$ cat src/rtl/mode_hub.sv
// mode_hub: selects the active display/function channel from three sources
// (hardware switches, UART commands, auto-scroll), routes button pulses and
// display data for that channel, and generates sensor start and soft-reset
// pulses.
//
// UART handshake: rx_data is only meaningful in a cycle where rx_done is 1.
// There is no back-pressure, so every byte qualified by rx_done is consumed
// in that same cycle.
//
// The source FSM state is exposed directly on o_src (00 SW, 01 UART, 10 AUTO).
module mode_hub #(
    parameter int N_CH     = 4,
    parameter int DATA_W   = 24,
    parameter int BTN_W    = 4,
    parameter int AUTO_CYC = 300_000_000,
    parameter int TRIG_CYC = 100_000_000,
    parameter logic [N_CH-1:0] TRIG_MASK = 4'b1100,
    parameter int SRST_CYC = 16,
    localparam int CW = $clog2(N_CH)
) (
    input  logic                     clk,
    input  logic                     rst,
    input  logic [CW-1:0]            i_sw_mode,
    input  logic                     i_sw_auto,
    input  logic [BTN_W-1:0]         i_btn,
    input  logic                     rx_done,
    input  logic [7:0]               rx_data,
    input  logic [N_CH*DATA_W-1:0]   i_ch_data,
    output logic [CW-1:0]            o_mode,
    output logic [1:0]               o_src,
    output logic [N_CH*BTN_W-1:0]    o_btn,
    output logic [N_CH-1:0]          o_start,
    output logic [DATA_W-1:0]        o_disp_data,
    output logic                     o_mode_chg,
    output logic                     o_soft_rst
);

    localparam int AW = (AUTO_CYC > 1) ? $clog2(AUTO_CYC) : 1;
    localparam int TW = (TRIG_CYC > 1) ? $clog2(TRIG_CYC) : 1;
    localparam int RW = $clog2(SRST_CYC + 1);

    typedef enum logic [1:0] {
        ST_SW   = 2'b00,
        ST_UART = 2'b01,
        ST_AUTO = 2'b10
    } src_t;

    src_t                  state, state_nxt;
    logic [CW-1:0]         mode_nxt, mode_inc, sw_prev;
    logic                  auto_prev, auto_clr;
    logic [AW-1:0]         auto_cnt;
    logic [TW-1:0]         trig_cnt;
    logic [RW-1:0]         srst_cnt;
    logic [7:0]            cmd;
    logic                  sw_chg, auto_rise, auto_fall;
    logic                  cmd_digit, cmd_m, cmd_a, cmd_x;
    logic                  btn_hit, trig_fire;
    logic [1:0]            btn_sel;
    logic [BTN_W-1:0]      uart_btn;
    logic [N_CH*BTN_W-1:0] btn_nxt;
    logic [DATA_W-1:0]     disp_nxt;
    logic [N_CH-1:0]       start_nxt;

    // Lower-case letters fold onto their upper-case command.
    assign cmd = (rx_data >= 8'h61 && rx_data <= 8'h7a) ? rx_data - 8'h20 : rx_data;

    assign sw_chg    = (i_sw_mode != sw_prev);
    assign auto_rise = i_sw_auto & ~auto_prev;
    assign auto_fall = ~i_sw_auto & auto_prev;
    assign cmd_digit = rx_done && (cmd >= 8'h30) && (cmd <= 8'h39)
                       && ({4'b0, cmd[3:0]} < 8'(N_CH));
    assign cmd_m     = rx_done && (cmd == 8'h4d);
    assign cmd_a     = rx_done && (cmd == 8'h41);
    assign cmd_x     = rx_done && (cmd == 8'h58);
    assign mode_inc  = (o_mode == CW'(N_CH - 1)) ? '0 : o_mode + 1'b1;
    assign trig_fire = (trig_cnt == TW'(TRIG_CYC - 1));
    assign o_src     = state;
    assign o_soft_rst = (srst_cnt != '0);

    // Decode L/C/R/U into a button index; indices beyond BTN_W are dropped.
    always_comb begin
        btn_hit  = rx_done;
        btn_sel  = 2'd0;
        uart_btn = '0;
        case (cmd)
            8'h4c:   btn_sel = 2'd0;
            8'h43:   btn_sel = 2'd1;
            8'h52:   btn_sel = 2'd2;
            8'h55:   btn_sel = 2'd3;
            default: btn_hit = 1'b0;
        endcase
        for (int b = 0; b < BTN_W; b++)
            if (btn_hit && (b == int'(btn_sel))) uart_btn[b] = 1'b1;
    end

    // Source FSM next state and mode, priority: switch > auto edge > UART > auto step.
    always_comb begin
        state_nxt = state;
        mode_nxt  = o_mode;
        auto_clr  = 1'b0;
        if (sw_chg) begin
            state_nxt = ST_SW;
            mode_nxt  = i_sw_mode;
            auto_clr  = 1'b1;
        end else if (auto_rise) begin
            state_nxt = ST_AUTO;
            auto_clr  = 1'b1;
        end else if (auto_fall && state == ST_AUTO) begin
            state_nxt = ST_SW;
        end else if (cmd_a) begin
            if (state == ST_AUTO) begin
                state_nxt = ST_SW;
            end else begin
                state_nxt = ST_AUTO;
                auto_clr  = 1'b1;
            end
        end else if (cmd_digit || cmd_m) begin
            mode_nxt = cmd_digit ? cmd[CW-1:0] : mode_inc;
            if (state == ST_SW) state_nxt = ST_UART;
            auto_clr = 1'b1;
        end else if (state == ST_AUTO && auto_cnt == AW'(AUTO_CYC - 1)) begin
            mode_nxt = mode_inc;
            auto_clr = 1'b1;
        end
    end

    // Route buttons and display data of the currently active channel.
    always_comb begin
        btn_nxt   = '0;
        disp_nxt  = '0;
        start_nxt = '0;
        for (int c = 0; c < N_CH; c++) begin
            if (o_mode == CW'(c)) begin
                btn_nxt[c*BTN_W +: BTN_W] = i_btn | uart_btn;
                disp_nxt = i_ch_data[c*DATA_W +: DATA_W];
                if (TRIG_MASK[c] && (o_mode_chg || trig_fire)) start_nxt[c] = 1'b1;
            end
        end
    end

    // FSM state, mode and edge-detect history.
    always_ff @(posedge clk or negedge rst) begin
        if (!rst) begin
            state      <= ST_SW;
            o_mode     <= '0;
            o_mode_chg <= 1'b0;
            sw_prev    <= '0;
            auto_prev  <= 1'b0;
            auto_cnt   <= '0;
        end else begin
            state      <= state_nxt;
            o_mode     <= mode_nxt;
            o_mode_chg <= (mode_nxt != o_mode);
            sw_prev    <= i_sw_mode;
            auto_prev  <= i_sw_auto;
            auto_cnt   <= (auto_clr || state_nxt != ST_AUTO) ? '0 : auto_cnt + 1'b1;
        end
    end

    // Registered outputs and the trigger / soft-reset counters.
    // The trigger counter restarts right after o_mode_chg so periodic pulses
    // keep TRIG_CYC spacing from the immediate entry pulse.
    always_ff @(posedge clk or negedge rst) begin
        if (!rst) begin
            o_btn       <= '0;
            o_disp_data <= '0;
            o_start     <= '0;
            trig_cnt    <= '0;
            srst_cnt    <= '0;
        end else begin
            o_btn       <= btn_nxt;
            o_disp_data <= disp_nxt;
            o_start     <= start_nxt;
            trig_cnt    <= (o_mode_chg || trig_fire) ? '0 : trig_cnt + 1'b1;
            if (cmd_x)
                srst_cnt <= RW'(SRST_CYC);
            else if (srst_cnt != '0)
                srst_cnt <= srst_cnt - 1'b1;
        end
    end

endmodule

$ cat config.mk
export PLATFORM = sky130hd
export DESIGN_NAME = mode_hub
export DESIGN_NICKNAME = d
export VERILOG_FILES = /design/src/rtl/mode_hub.sv
export SDC_FILE = /design/constraint.sdc
export NUM_CORES = 1
export LEC_CHECK = 0
export BUFFER_PORTS_ARGS = -buffer_cell sky130_fd_sc_hd__buf_2
export CAP_MARGIN = 5
export CORE_AREA = 8 8 164 89
export DETAILED_ROUTE_END_ITERATION = 10
export DIE_AREA = 0 0 172 97
export PLACE_DENSITY = 0.75
export SYNTH_ARGS = -nofsm -noshare
export SYNTH_HDL_FRONTEND = slang
export SYNTH_SLANG_ARGS = --single-unit
$ cat constraint.sdc
create_clock -name clk -period 2.2 [get_ports clk]
set_input_delay 0.44 -clock clk [delete_from_list [all_inputs] [get_ports clk]]
set_output_delay 0.44 -clock clk [all_outputs]
set_load 0.02 [all_outputs]
[Yosys cells after proc, flatten, opt, wreduce, memory -nomap -nowiden]
Cells that the tools add are included.
Cells by class
  reduce and logical (&&, ||, !) cells: 22
  eq/ne operators: 19
  order comparisons: 5
  $add $sub $neg: 5
  bitwise operators: 5
  mux-type cells: 44
Operators by type and width (number)
  2-to-1 mux 24 bit: 4
  equality test 8 x 7 -> 1 bit, second input constant: 7
  2-to-1 mux 2 bit: 15
  adder 29 x 1 -> 29 bit, second input constant: 1
  equality test 29 bit, second input constant: 1
  2-to-1 mux 29 bit: 1
  adder 27 x 1 -> 27 bit, second input constant: 1
  equality test 27 bit, second input constant: 1
  2-to-1 mux 27 bit: 1
  2-to-1 mux 4 bit: 4
  2-to-1 mux 1 bit: 15
  logical AND 1 bit: 13
  2-to-1 mux 5 bit: 2
  greater-or-equal comparator 8 x 6 -> 1 bit, second input constant: 1
  greater-or-equal comparator 8 x 7 -> 1 bit, second input constant: 1
  <= comparator 8 x 6 -> 1 bit, second input constant: 1
  <= comparator 8 x 7 -> 1 bit, second input constant: 1
  2-to-1 mux 8 bit: 1
  subtractor 8 x 6 -> 8 bit, second input constant: 1
  equality test 2 bit, second input constant: 3
  zero test 2 bit: 3
  one-hot mux 2 bit (3 select lines): 1
  nonzero test 5 bit: 1
  subtractor 5 x 1 -> 5 bit, second input constant: 1
  other kinds (13): 19
Word-level totals
  bits in registers: 111
  word-level logic and storage cells: 111

[Logic depth before layout (Yosys ltp)]
  word-level depth: 16
  gate-level depth with buffers: 10
  gate-level depth less buffers: 8

[Worst setup path after synthesis]
Ideal clock, no wire load.
  kind: input-to-reg
  from: input port rx_data[5]
  to: register auto_cnt[20]
  path buffers: 2
  stages: 10
  data arrival time: 2311 ps
  setup slack: -182 ps
  setup time: 71 ps
  cell sequence: inv_1 > ha_1 > o21ai_2 > nand3_2 > and3_4 > nor3b_1 > or4b_4 > buf_6 > buf_6 > nor2_1
On the way
  longest elaborated chain between the ends: 16
  elaborated cells on any way between the ends: 29
  classes of those cells: add/sub (1); order compare (5); eq/ne (3); mux (12); reduce/logical (8)
Ends and longest elaborated chain
  start: declaration: RTL line 27  | input logic [7:0] rx_data,
  greater-or-equal comparator 8 x 7 -> 1 bit or <= comparator 8 x 7 -> 1 bit (tied branches): RTL line 65  | assign cmd = (rx_data >= 8'h61 && rx_data <= 8'h7a) ? rx_data - 8'h20 : rx_data;
  logical AND 1 bit: RTL line 65
  2-to-1 mux 8 bit (*): RTL line 65
  greater-or-equal comparator 8 x 6 -> 1 bit: RTL line 70  | assign cmd_digit = rx_done && (cmd >= 8'h30) && (cmd <= 8'h39)
  logical AND 1 bit (2 in a row): RTL line 70
  logical AND 1 bit: RTL line 71  | && ({4'b0, cmd[3:0]} < 8'(N_CH));
  logical OR 1 bit: RTL line 117  | end else if (cmd_digit || cmd_m) begin
  2-to-1 mux 2 bit: RTL line 117
  2-to-1 mux 2 bit (*): RTL line 110  | end else if (cmd_a) begin
  2-to-1 mux 2 bit (*): RTL line 108  | end else if (auto_fall && state == ST_AUTO) begin
  2-to-1 mux 2 bit (*): RTL line 105  | end else if (auto_rise) begin
  2-to-1 mux 2 bit (*): RTL line 101  | if (sw_chg) begin
  via state_nxt[0]: RTL line 48  | src_t state, state_nxt;
  inequality test 2 bit (*): RTL line 156  | auto_cnt <= (auto_clr || state_nxt != ST_AUTO) ? '0 : auto_cnt + 1'b1;
  logical OR 1 bit (*): RTL line 156
  2-to-1 mux 29 bit (*): RTL line 156
  end signal: assignment: RTL line 156
  end: declaration: RTL line 51  | logic [AW-1:0] auto_cnt;
Mark *: on every way through the listed nets, which the timed path passes. The rest lies on a longest branch.
A chain may end at the register's enable or synchronous reset.

[Worst setup path in the final report]
  from: register auto_cnt[12]
  to: register o_mode[0]
On the way
  longest elaborated chain between the ends: 8
Ends and longest elaborated chain
  equality test 29 bit: RTL line 121  | end else if (state == ST_AUTO && auto_cnt == AW'(AUTO_CYC - 1)) begin
  logical AND 1 bit: RTL line 121
  2-to-1 mux 2 bit: RTL line 121
  2-to-1 mux 2 bit: RTL line 117
  2-to-1 mux 2 bit: RTL line 110
  2-to-1 mux 2 bit: RTL line 108
  2-to-1 mux 2 bit: RTL line 105
  2-to-1 mux 2 bit: RTL line 101
  via mode_nxt[0]: RTL line 49  | logic [CW-1:0] mode_nxt, mode_inc, sw_prev;
  end signal: assignment: RTL line 152  | o_mode <= mode_nxt;
  end: declaration: RTL line 29  | output logic [CW-1:0] o_mode,
The timed path passes the listed nets, and every way through them passes these cells.

==> impl_metrics.ini <==
[worst_setup_path]
r2r_slack_ns = -0.03
r2r_start = auto_cnt[12]$_DFF_PN0_
worstSetupEndpoint = o_mode[0]$_DFF_PN0_
path_cells = nor4b_2 -> nand4_1 -> or4_4 -> buf_4 -> a31o_2 -> a31oi_1 -> o22ai_1
crit_path_top_delay_cell = or4_4
critPathArrivalTime_ns = 2.46
crit_path_start_kind = register
worstReg2RegEnd = o_mode[0]$_DFF_PN0_
cp-startpoint = auto_cnt[12]$_DFF_PN0_
critPathKind = reg2reg
cp.depth = 7
cp.required_ns = 2.43
endpoint_kind = register
worst-path-buf-inv = 1
reg2reg_depth = 7
critPathMaxStageDelay_ns = 0.51
path_delay_family = simple AND/OR/NAND/NOR gates
path_max_fanout = 4

[die]
die_w_um = 172
fp-row-count = 29
start_util_pct = 46.0
core_um2 = 12300
pin_count = 164
chipHeight_um = 97
die-area_um2 = 16700

[sta]
worst_slack_ns = -0.0300
skew_ns = 0.00976
max_freq_mhz = 448
finalCritPeriodShare_pct = 101
hold_viol = 0
rsz0062_at_grt = true
setup_viol = 21
slew-limit-headroom_pct = 57.1
slew_viol_final = 0
tightest_slew_ns = 0.643
holdWs_ns = 0.119
fin_setup_tns_ns = -0.342
period_minus_slack_ns = 2.23

[outcome]
status = finished with violations
violations = setup timing

[clocking]
clk_latency_ns = 0.35
path_clk_slew_ns = 0.07
clockBufferDepth = 2
cts_max_level = 3
cts-hold-fix-buffers = 0
root_buffer = clkbuf_16
cts_tree = done
numCtsBuffers = 9
clock-sinks = 111

[power]
sequentialPowerShare_pct = 43.3
p_sw_mw = 1.75
p_int_mw = 3.75
clkPwrFrac_pct = 30.6
comb_power_share_pct = 26.1
peakVddDrop_v = 0.000445
leakagePower_nw = 3.53
p_per_area_nw_per_um2 = 731
p_sw_share_pct = 31.9

[final_layout]
area_delta_synth_final_pct = 33.5
finish.instance_area_um2 = 7520
layout_common_cells = buf_2 (160), dfrtp_1 (110), nor2_1 (103), nand2_1 (62), buf_4 (56)
finish.utilization_pct = 61.3
antennaDiodeCount = 0
drive_gt1_share_pct = 34.0
final_common_cell = buf_2
final_nets = 944

[global_routing]
grt_pass1_vias = 5419
grtUsageTotal_pct = 20.5
grt_pass1_wl_mm = 27.8
antenna_found_initial = 0
grt-ovfl-total = 0
grt_max_degree = 52

[synth]
synth-seq-area-share_pct = 49.3
yosys.area.top_type_share_pct = 49.3
ys_ff_latch = 111
synthArstFlopShare_pct = 100
synth_cell_types = 52
postSynthCellCount = 615
syn_avg_cell_area_um2 = 9.17
synth_ff_type = dfrtp_1
ys_top_cells_by_area = dfrtp_1 (49%), nor2_1 (7.8%), xor2_1 (5.4%), nand2_1 (4.1%), xnor2_1 (3.6%)
yosysWarnings = 0
synth_area_um2 = 5640
synth-edff-count = 0
synth_top_area_cell = dfrtp_1

[route]
drc = 0
via_per_inst = 5.33
drt_iter0_drc = 375
routed_wirelength_mm = 17.3
vias = 5313
drtPass1Iterations = 5
ant_nets = 0
post_drt_wl_per_cell_um = 17.4

[run]
cap_violations = 0

[placed_design]
dp_hpwl_mm = 12.6
io_buffers = 161
globalplace.congestion = 0.962
placed_area_um2 = 7020

[worst_hold_path]
hp-class = in2async
timing repair:
action | CTS | global route
pin swaps | 5 | 16
buffers inserted | 0 | 4
endpoints found under the setup margin | 31 | 36
gates resized for setup | 10 | 22
cloned | 3 | 0
hold endpoints to repair | 0 | 0
worst reg2reg max path: cells and delay by family, from the launching register on:
| kind | cells | cell delay (ns) |
|---|---|---|
| buffers and inverters | 1 | 0.18 |
| flip-flops | 1 | 0.41 |
| AND/OR/NAND/NOR | 3 | 1.01 |
| AO/OA/AOI/OAI | 3 | 0.50 |
Yosys cell counts (2+ instances only):
cell	n
ha_1	9
nand4_1	15
a31o_2	3
a21oi_1	34
and4b_1	2
xor2_1	35
o22ai_1	2
nor4b_1	6
and3_1	7
inv_1	15
nand3_1	21
clkbuf_1	22
and4bb_2	2
xnor2_1	23
a22oi_1	24
and2_1	4
nor4_1	4
o21ai_0	32
a31oi_1	3
mux2i_1	2
buf_4	2
buf_6	2
nand3_2	2
dfrtp_1	111
nand2_1	62
a41oi_1	2
nor2b_1	18
and4_1	3
nor2_1	117
nor3_1	8
or2_2	2
stage by stage:
| stage | setup slack (ns) | power, mW | cells |
|---|---|---|---|
| after floorplan | -0.0132 | 3.24 | 616 |
| after global placement | -0.218 | 3.77 | 973 |
| after detailed placement | -0.345 | 3.84 | 973 |
| after CTS | 0.00117 | 5.53 | 992 |
| after global routing | -0.0662 | 5.78 | 996 |
| final | -0.0300 | 5.50 | 996 |
metal layers:
metal / up-vias / track usage (%) / wire length [um]
met5: - / 0 / 0
met4: 0 / 5.20 / 240
met3: 20 / 5.68 / 1340
met2: 210 / 32.9 / 8180
met1: 2568 / 26.8 / 7570
li1: 2515 / - / -
power groups by stage:
stage / Sequential (mW) / Combinational, mW / Clock, mW
after CTS: 2.38 / 1.44 / 1.71
after global placement: 2.40 / 1.36 / 0
after global routing: 2.41 / 1.58 / 1.79
final: 2.38 / 1.43 / 1.68
after floorplan: 2.61 / 0.635 / 0
after detailed placement: 2.42 / 1.42 / 0
cell families (layout without fill, tap and decap cells):
family	Yosys count	in the layout	share of synthesized area, %
simple gates	282	285	24.3
buf+inv	43	250	3.28
compound gates	108	108	11.5
xor+xnor	58	58	9.01
fa+ha+maj	9	9	2.00
mux	3	3	0.555
other cells	1	2	0.0665
flops	111	111	49.3
registers in the layout, indices dropped and copies added (netlist names), 5 cells and up:
name,cells
o_btn,16
srst_cnt,5
trig_cnt,27
o_disp_data,24
auto_cnt,29
final cells by class:
| type | count | area [um2] |
|---|---|---|
| multi-input cells | 465 | 2870 |
| flip-flops and latches | 111 | 2780 |
| inverters | 15 | 68.8 |
| clock inverters | 5 | 56.3 |
| fillers | 1004 | 4740 |
| repair buffers | 219 | 1280 |
| well taps | 170 | 213 |
| clock buffers | 11 | 253 |
how the worst min path moves through the flow:
stage,slack [ns],start,to
finish,0.12,rst,trig_cnt[5]$_DFF_PN0_
global route,0.16,rst,trig_cnt[3]$_DFF_PN0_
CTS,0.14,rst,srst_cnt[1]$_DFFE_PN0P_
detailed placement,0.48,auto_cnt[0]$_DFF_PN0_,auto_cnt[0]$_DFF_PN0_
global placement,0.46,auto_cnt[0]$_DFF_PN0_,auto_cnt[0]$_DFF_PN0_
floorplan,0.14,rst,auto_cnt[0]$_DFF_PN0_
Note: power is estimated with default switching activity, not from simulation.
